File: src/rtl/demux_pkg.sv
// Shared types and defaults for the nibble demux slice.
// Optional drop counter on demux_estructural is enabled by DEMUX_DROP_CNT_EN.
package demux_pkg;

  typedef enum logic {
    LANE0 = 1'b0,
    LANE1 = 1'b1
  } lane_state_e;

  localparam int unsigned DEFAULT_DATA_WIDTH = 4;
  localparam int unsigned DEFAULT_FIFO_DEPTH = 4;
  localparam logic [7:0]  DROP_CNT_MAX       = 8'd255;

endpackage

File: src/rtl/fifo_pair_sync.sv
// Synchronous show-ahead FIFO with registered head, valid and full flags.
// Head holds its last value when the FIFO drains; reads 0 after reset.
module fifo_pair_sync #(
  parameter int unsigned WIDTH = 8,
  parameter int unsigned DEPTH = 4
) (
  input  logic             clk,
  input  logic             reset,
  input  logic             push,
  input  logic [WIDTH-1:0] wdata,
  input  logic             pop,
  output logic [WIDTH-1:0] rdata,
  output logic             valid,
  output logic             full
);

  localparam int unsigned PTR_W = $clog2(DEPTH);
  localparam logic [PTR_W-1:0] PtrOne  = 1;
  localparam logic [PTR_W:0]   CntOne  = 1;
  localparam logic [PTR_W:0]   CntFull = (PTR_W + 1)'(DEPTH);

  logic [WIDTH-1:0] mem_q [DEPTH];
  logic [PTR_W-1:0] wr_ptr_q, wr_ptr_d, rd_ptr_q, rd_ptr_d;
  logic [PTR_W:0]   count_q, count_d;
  logic [WIDTH-1:0] head_q, head_d;
  logic             valid_q, full_q;
  logic             pop_en, push_en;

  assign pop_en  = pop & valid_q;
  // A push into a full FIFO only lands if the head leaves on the same edge.
  assign push_en = push & (~full_q | pop_en);

  always_comb begin
    count_d  = count_q;
    wr_ptr_d = wr_ptr_q;
    rd_ptr_d = rd_ptr_q;
    head_d   = head_q;
    if (push_en && !pop_en) count_d = count_q + CntOne;
    if (pop_en && !push_en) count_d = count_q - CntOne;
    if (push_en) wr_ptr_d = wr_ptr_q + PtrOne;
    if (pop_en)  rd_ptr_d = rd_ptr_q + PtrOne;
    if (count_d != '0) begin
      // New head is the incoming word when it lands in an empty or emptying FIFO.
      if (count_q == '0 || (count_q == CntOne && pop_en)) head_d = wdata;
      else                                                 head_d = mem_q[rd_ptr_d];
    end
  end

  always_ff @(posedge clk) begin
    if (reset) begin
      wr_ptr_q <= '0;
      rd_ptr_q <= '0;
      count_q  <= '0;
      head_q   <= '0;
      valid_q  <= 1'b0;
      full_q   <= 1'b0;
    end else begin
      wr_ptr_q <= wr_ptr_d;
      rd_ptr_q <= rd_ptr_d;
      count_q  <= count_d;
      head_q   <= head_d;
      valid_q  <= (count_d != '0);
      full_q   <= (count_d == CntFull);
    end
  end

  always_ff @(posedge clk) begin
    if (push_en) mem_q[wr_ptr_q] <= wdata;
  end

  assign rdata = head_q;
  assign valid = valid_q;
  assign full  = full_q;

endmodule

File: src/rtl/demux_estructural.sv
// Splits the alternating lane-0/lane-1 nibble stream into buffered pairs.
// Define DEMUX_DROP_CNT_EN to add a saturating drop_count output.
module demux_estructural
  import demux_pkg::*;
#(
  parameter int unsigned DATA_WIDTH = DEFAULT_DATA_WIDTH,
  parameter int unsigned FIFO_DEPTH = DEFAULT_FIFO_DEPTH
) (
  input  logic                  clk,
  input  logic                  reset,
  input  logic [DATA_WIDTH-1:0] data_in,
  input  logic                  valid_in,
  input  logic                  pop,
  output logic [DATA_WIDTH-1:0] data_out_0,
  output logic [DATA_WIDTH-1:0] data_out_1,
  output logic                  valid_out,
  output logic                  fifo_full,
  output logic                  overflow
`ifdef DEMUX_DROP_CNT_EN
  ,
  output logic [7:0]            drop_count
`endif
);

  lane_state_e             lane_q;
  logic [DATA_WIDTH-1:0]   hold_q;
  logic                    pair_push, drop;
  logic [2*DATA_WIDTH-1:0] pair_wdata, pair_rdata;

  always_ff @(posedge clk) begin
    if (reset) begin
      lane_q <= LANE0;
      hold_q <= '0;
    end else if (valid_in) begin
      unique case (lane_q)
        LANE0: begin
          hold_q <= data_in;
          lane_q <= LANE1;
        end
        LANE1: lane_q <= LANE0;
        default: lane_q <= LANE0;
      endcase
    end
  end

  assign pair_push  = valid_in & (lane_q == LANE1);
  assign pair_wdata = {data_in, hold_q};
  assign drop       = pair_push & fifo_full & ~pop;

  fifo_pair_sync #(
    .WIDTH (2 * DATA_WIDTH),
    .DEPTH (FIFO_DEPTH)
  ) u_fifo (
    .clk   (clk),
    .reset (reset),
    .push  (pair_push),
    .wdata (pair_wdata),
    .pop   (pop),
    .rdata (pair_rdata),
    .valid (valid_out),
    .full  (fifo_full)
  );

  assign data_out_0 = pair_rdata[DATA_WIDTH-1:0];
  assign data_out_1 = pair_rdata[2*DATA_WIDTH-1:DATA_WIDTH];

`ifdef DEMUX_DROP_CNT_EN
  logic [7:0] drop_cnt_q;

  always_ff @(posedge clk) begin
    if (reset) begin
      drop_cnt_q <= '0;
    end else if (drop && drop_cnt_q != DROP_CNT_MAX) begin
      drop_cnt_q <= drop_cnt_q + 8'd1;
    end
  end

  assign drop_count = drop_cnt_q;
  assign overflow   = (drop_cnt_q != '0);
`else
  logic overflow_q;

  always_ff @(posedge clk) begin
    if (reset) begin
      overflow_q <= 1'b0;
    end else if (drop) begin
      overflow_q <= 1'b1;
    end
  end

  assign overflow = overflow_q;
`endif

endmodule

File: config.mk
export PLATFORM = sky130hd
export DESIGN_NAME = demux_estructural
export DESIGN_NICKNAME = d
export VERILOG_FILES = /design/src/rtl/demux_pkg.sv /design/src/rtl/fifo_pair_sync.sv /design/src/rtl/demux_estructural.sv
export SDC_FILE = /design/constraint.sdc
export NUM_CORES = 1
export LEC_CHECK = 0
export ABC_AREA = 1
export ABC_CLOCK_PERIOD_IN_PS = 2100
export CORE_UTILIZATION = 25
export CTS_CLUSTER_SIZE = 40
export DETAILED_ROUTE_END_ITERATION = 16
export GPL_ROUTABILITY_DRIVEN = 0
export PLACE_DENSITY = 0.5
export SYNTH_ARGS = -nofsm -noshare
export SYNTH_HDL_FRONTEND = slang
export SYNTH_SLANG_ARGS = --single-unit
File: constraint.sdc
create_clock -name clk -period 2.1 [get_ports clk]
set_clock_uncertainty 0.15 [all_clocks]
set_input_delay 0.42 -clock clk [delete_from_list [all_inputs] [get_ports clk]]
set_output_delay 0.42 -clock clk [all_outputs]
set_load 0.02 [all_outputs]
; ---- After elaboration in Yosys (flattened, before gate mapping)
; Memories as Yosys holds them, arrays and structs flattened.
; Index checks and enable logic that the tools add are counted.
[totals]
regBits = 23
wordCells = 41
ramBits = 32
mem_count = 1
[classes]
eq_ne = 2
bitwise_logic = 9
muxes = 7
reduce_logical = 9
n_addsub = 4
[mem_list]
columns = name, depth, word_bits, rd, rd_clocked_by_memory_dff, wr, line
row1 = u_fifo.mem_q, 4, 8, 1, 0, 1, fifo_pair_sync.sv:22  ; logic [WIDTH-1:0] mem_q [DEPTH];
[op_table]
columns = op, count
row1 = 8-bit 2-to-1 mux, 1
row2 = 3-bit 2-to-1 mux, 2
row3 = 1-bit AND, 5
row4 = 2-bit by 1-bit adder with 2-bit output (second input constant), 2
row5 = 3-bit by 1-bit adder with 3-bit output (second input constant), 1
row6 = 3-bit by 1-bit == test with 1-bit output (second input constant), 1
row7 = 3-bit == test (second input constant), 1
row8 = 1-bit logical AND, 3
row9 = 3-bit logical NOT, 1
row10 = 1-bit inverter, 3
row11 = 3-bit nonzero test, 1
row12 = 3-bit by 1-bit subtractor with 3-bit output (second input constant), 1
row13 = 1-bit logical NOT, 2
row14 = 1-bit 2-to-1 mux, 2
row15 = 2-bit 2-to-1 mux, 1
row16 = 1-bit case mux with 2 select lines, 1
row17 = 2-bit AND reduction, 1
row18 = 1-bit logical OR, 1
row19 = 1-bit bitwise OR, 1

; ---- Depth between registers and ports, before layout
[logic_depth]
word_depth = 7
depth_mapped = 13
ltp_nobuf = 12

; ---- Cells and area by module
; A second synthesis with hierarchy kept.
[hier_totals]
cells_unflattened = 310
area_unflattened_um2 = 2671.3
[by_module_without_submodules]
columns = module, area_each_um2, n_inst, cells_per_inst
row1 = fifo_pair_sync, 2433.6, 1, 279
row2 = demux_estructural, 237.7, 1, 31

; ---- Worst setup path after synthesis
; No wires, ideal clock.
[synth_path]
kind = register to register
startpoint = register u_fifo.valid_q, in the netlist u_fifo.valid
endpoint = memory u_fifo.mem_q[0][0] (enable)
path_stages_with_launch = 5
n_path_buf = 0
t_required_ns = 1.579
t_arrival_ns = 1.316
path_slack_ns = 0.263
cell_sequence = dfxtp_1 nand2_2 a21oi_1 inv_1 nor2_1
[synth_between]
elab_chain_len = 5
[synth_lines]
columns = item, line
row1 = from (decl), fifo_pair_sync.sv:26  ; logic valid_q, full_q;
row2 = from (signal assigned), fifo_pair_sync.sv:62  ; valid_q <= (count_d != '0);
row3 = 1-bit AND, fifo_pair_sync.sv:29  ; assign pop_en = pop & valid_q;
row4 = 1-bit bitwise OR, fifo_pair_sync.sv:31  ; assign push_en = push & (~full_q | pop_en);
row5 = 1-bit AND, fifo_pair_sync.sv:31
row6 = 1-bit 2-to-1 mux, fifo_pair_sync.sv:68  ; if (push_en) mem_q[wr_ptr_q] <= wdata;
row7 = 1-bit 2-to-1 mux (not written as such), fifo_pair_sync.sv:68
row8 = to (decl), fifo_pair_sync.sv:22
; Every way passes these cells.

; ---- Worst setup path after layout
[layout_path]
startpoint = register u_fifo.valid_q, in the netlist u_fifo.valid
endpoint = output port valid_out
[layout_lines]
columns = item, line
row1 = to (decl), demux_estructural.sv:16  ; output logic valid_out,
; No word-level cell between the ends.

==> impl_summary.log <==
[metrics] number of buffers added to fix hold violations after cts: 0
[metrics] setup violators final: 0
[metrics] die boundary width: 103 um
[metrics] Max H-tree Level: 2
[metrics] slowest CP cell: sky130_fd_sc_hd__clkdlybuf4s50_1
[metrics] transition at the pin with the smallest max-transition slack: 289 ps
[metrics] peak clock frequency supported by timing: 526 MHz
[metrics] Vias per Instance: 4.21
[metrics] Max-Cap Viols: 0
[metrics] post-detailed-placement half-perimeter wirelength: 4.03 mm
[metrics] Initial Utilization: 0.260
[metrics] Top-Level Pins: 19
[metrics] worst slew margin relative to its limit: 0.807
[metrics] routed vias: 1947
[metrics] number of nets with antenna violations after routing: 0
[metrics] Post-Syn Instances: 283
[metrics] reg-to-reg critical path endpoint: u_fifo.rdata[1]
[metrics] sequential share of the synthesized area: 0.557
[metrics] clock power share: 0.165
[metrics] Remaining DRCs: 0
[metrics] Fin Hold WS: 334 ps
[metrics] status: completed
[metrics] global-route usage over all layers: 0.116
[metrics] switching power total: 1.34 mW
[metrics] utilization after layout: 0.321
[metrics] kind of end point of the critical path: primary output
[metrics] clk sink count: 55
[metrics] Min-Delay Path Class: flop to flop
[metrics] number of buffers inserted by post-CTS setup repair: 0
[metrics] first-pass detailed-route iteration total: 4
[metrics] biggest cell delay along the critical path: 630 ps
[metrics] wire length per cell after detailed routing: 11.7 um
[metrics] largest net degree at the start of global routing: 21
[metrics] share of post-route cells with drive strength above 1: 0.164
[metrics] clock transition at the registers of the reported paths: 90 ps
[metrics] total wirelength of the detailed-routed design: 5.40 mm
[metrics] unrepaired setup endpoints after global routing: no
[metrics] CP max FO: 4
[metrics] worst min-delay path endpoint: overflow
[metrics] classification of the worst setup path: flop to primary output
[metrics] start of the worst register-to-register path: u_fifo.count_q[0]
[metrics] IO Port Bufs: 18
[metrics] Power Total: 3.49 mW
[metrics] cells on worst reg2reg path: 9
[metrics] Yosys Warn Count: 0
[metrics] total number of nets in the final design: 345
[metrics] DIE HEIGHT: 103 um
[metrics] register share of total power: 0.391
[metrics] total of cells resized after clock tree synthesis: 0
[metrics] Buf/Inv on CP: 1
[metrics] TritonCTS clock tree: yes
[metrics] area overhead of the layout relative to synthesis: 23.4%
[metrics] hold path startpoint: overflow
[metrics] ant diodes: 0
[metrics] Sw Ratio: 0.385
[metrics] first-pass GRT wire length: 9.24 mm
[metrics] number of CTS-inserted buffers: 5
[metrics] final instance area: 3150 um2
[metrics] instance count along the most critical hold path: 2
[metrics] DRC violation total after the first TritonRoute iteration: 60
[metrics] Bufs on Longest Clock Path: 2
[metrics] Tcrit/Tclk final: 0.906
[metrics] area of the placeable core: 9820 um2
[metrics] post-synthesis instance area: 2550 um2
[metrics] min cycle time layout: 1900 ps
[metrics] worst path required time: 1530 ps
[metrics] PwrDens: 1110 nW/um2
[metrics] setup slack after placement: -182 ps
[metrics] DP Cell Count: 455
[metrics] Final WS setup: 198 ps
[metrics] top cell family by delay on the critical path: buffers and inverters
[metrics] average cell area after synthesis: 9.02 um2
[metrics] count of final max-slew check failures: 0
[metrics] Comb power frac: 0.445
[metrics] CTS Root Cell: sky130_fd_sc_hd__clkbuf_8
[metrics] register bit count reported by yosys: 55
[metrics] kind of start point of the critical path: flop
[metrics] Post-Syn Nets: 299
[metrics] overall die area: 10600 um2
[metrics] later-pin clock latency in the skew report: 310 ps
[metrics] via count of the first global-routing pass: 1895
[metrics] num rows: 36
[metrics] critical path data arrival time: 1330 ps
[metrics] number of unique standard cell types used by synthesis: 28
[metrics] leakage dissipation: 1.39 nW
[metrics] total congestion overflow: 0
[metrics] r2r setup slk: 230 ps
[metrics] Post-Layout Cell Count: 463
[metrics] Fin Setup TNS: 0 ps
[metrics] instance area at placement: 3070 um2
[metrics] chain of cells forming the critical path: clkdlybuf4s50_1
[metrics] number of antenna violations at the first check in global routing: 0
[metrics] worst ir drop on vdd: 305 uV
[metrics] internal power component: 2.15 mW
[metrics] final hold vios: 0
[layout by cell type (no fill, tap or decap), drive strengths merged, types with 2 or more instances in the layout]
| master | n |
|---|---|
| dfxtp | 23 |
| clkbuf | 7 |
| clkdlybuf4s50 | 17 |
| a21oi | 11 |
| buf | 27 |
| o21ai | 8 |
| nand3b | 3 |
| clkinv | 2 |
| edfxtp | 32 |
| nor2 | 27 |
| ha | 8 |
| inv | 35 |
| nand3 | 26 |
| nand2 | 98 |
[worst max-delay path by stage]
| stage | start | end | slack [ps] | depth (start not counted) |
|---|---|---|---|---|
| 2_1_floorplan | u_fifo.valid | u_fifo.mem_q[0][0] | 260 | 4 |
| 3_3_place_gp | pop | u_fifo.rdata[5] | -150 | 11 |
| 3_5_place_dp | pop | u_fifo.rdata[6] | -180 | 13 |
| 4_1_cts | pop | u_fifo.rdata[6] | 140 | 13 |
| 5_1_grt | u_fifo.count_q[0] | u_fifo.full | 50 | 7 |
| 6_report | u_fifo.valid | valid_out | 200 | 1 |
[power by group through the flow]
stage | clock network, mW | logic [mW] | registers, mW
after CTS | 0.588 | 1.57 | 1.37
after floorplan | 0 | 0.952 | 1.46
after global routing | 0.636 | 1.77 | 1.38
after detailed placement | 0 | 1.57 | 1.39
final | 0.574 | 1.55 | 1.36
after global placement | 0 | 1.54 | 1.40
[cell type report]
cell class              instances  area [um2]
flip-flops and latches         55        1420
clock inverters                 1        6.26
fillers                      1057        6670
well taps                     133         166
repair buffers                 45         398
inverters                      36         140
clock buffers                   7        76.3
multi-input cells             186         942
[metal layers]
| metal | GRT usage | part of all wire | vias to the layer above |
|---|---|---|---|
| met1 | 0.146 | 0.46 | 918 |
| met2 | 0.201 | 0.49 | 28 |
| met4 | 0.0390 | 0.016 | 0 |
| li1 | - | - | 994 |
| met5 | 0 | 0 | - |
| met3 | 0.0197 | 0.031 | 7 |
[logic make-up after synthesis]
kind of cell / after synthesis / share of synthesized area
xor+xnor: 1 / 0.00343
fa+ha+maj: 8 / 0.0392
buf+inv: 42 / 0.0745
flops: 55 / 0.557
compound gates: 20 / 0.0421
simple gates: 157 / 0.284
[state kept, by name (all words and copies together) (netlist names)]
name             cells
lane_q               1
hold_q               4
u_fifo.valid         1
u_fifo.count_q       3
u_fifo.rdata         8
overflow             1
u_fifo.mem_q        32
u_fifo.wr_ptr_q      2
u_fifo.full          1
u_fifo.rd_ptr_q      2
[Yosys cell counts, drive strengths merged]
cell    instances  area (um2)
a21oi          11        55.1
a31oi           1        12.5
buf             5        46.3
clkbuf          1        3.75
clkinv          2        12.5
dfxtp          23         460
edfxtp         32         961
ha              8         100
inv            34         128
nand2          98         410
nand3          26         158
nand3b          3        22.5
nand4           1        6.26
nor2           27         118
nor3            1        5.00
nor4            1        6.26
o21ai           8        40.0
xor2            1        8.76
No activity file was read; power rests on OpenSTA's default activity.
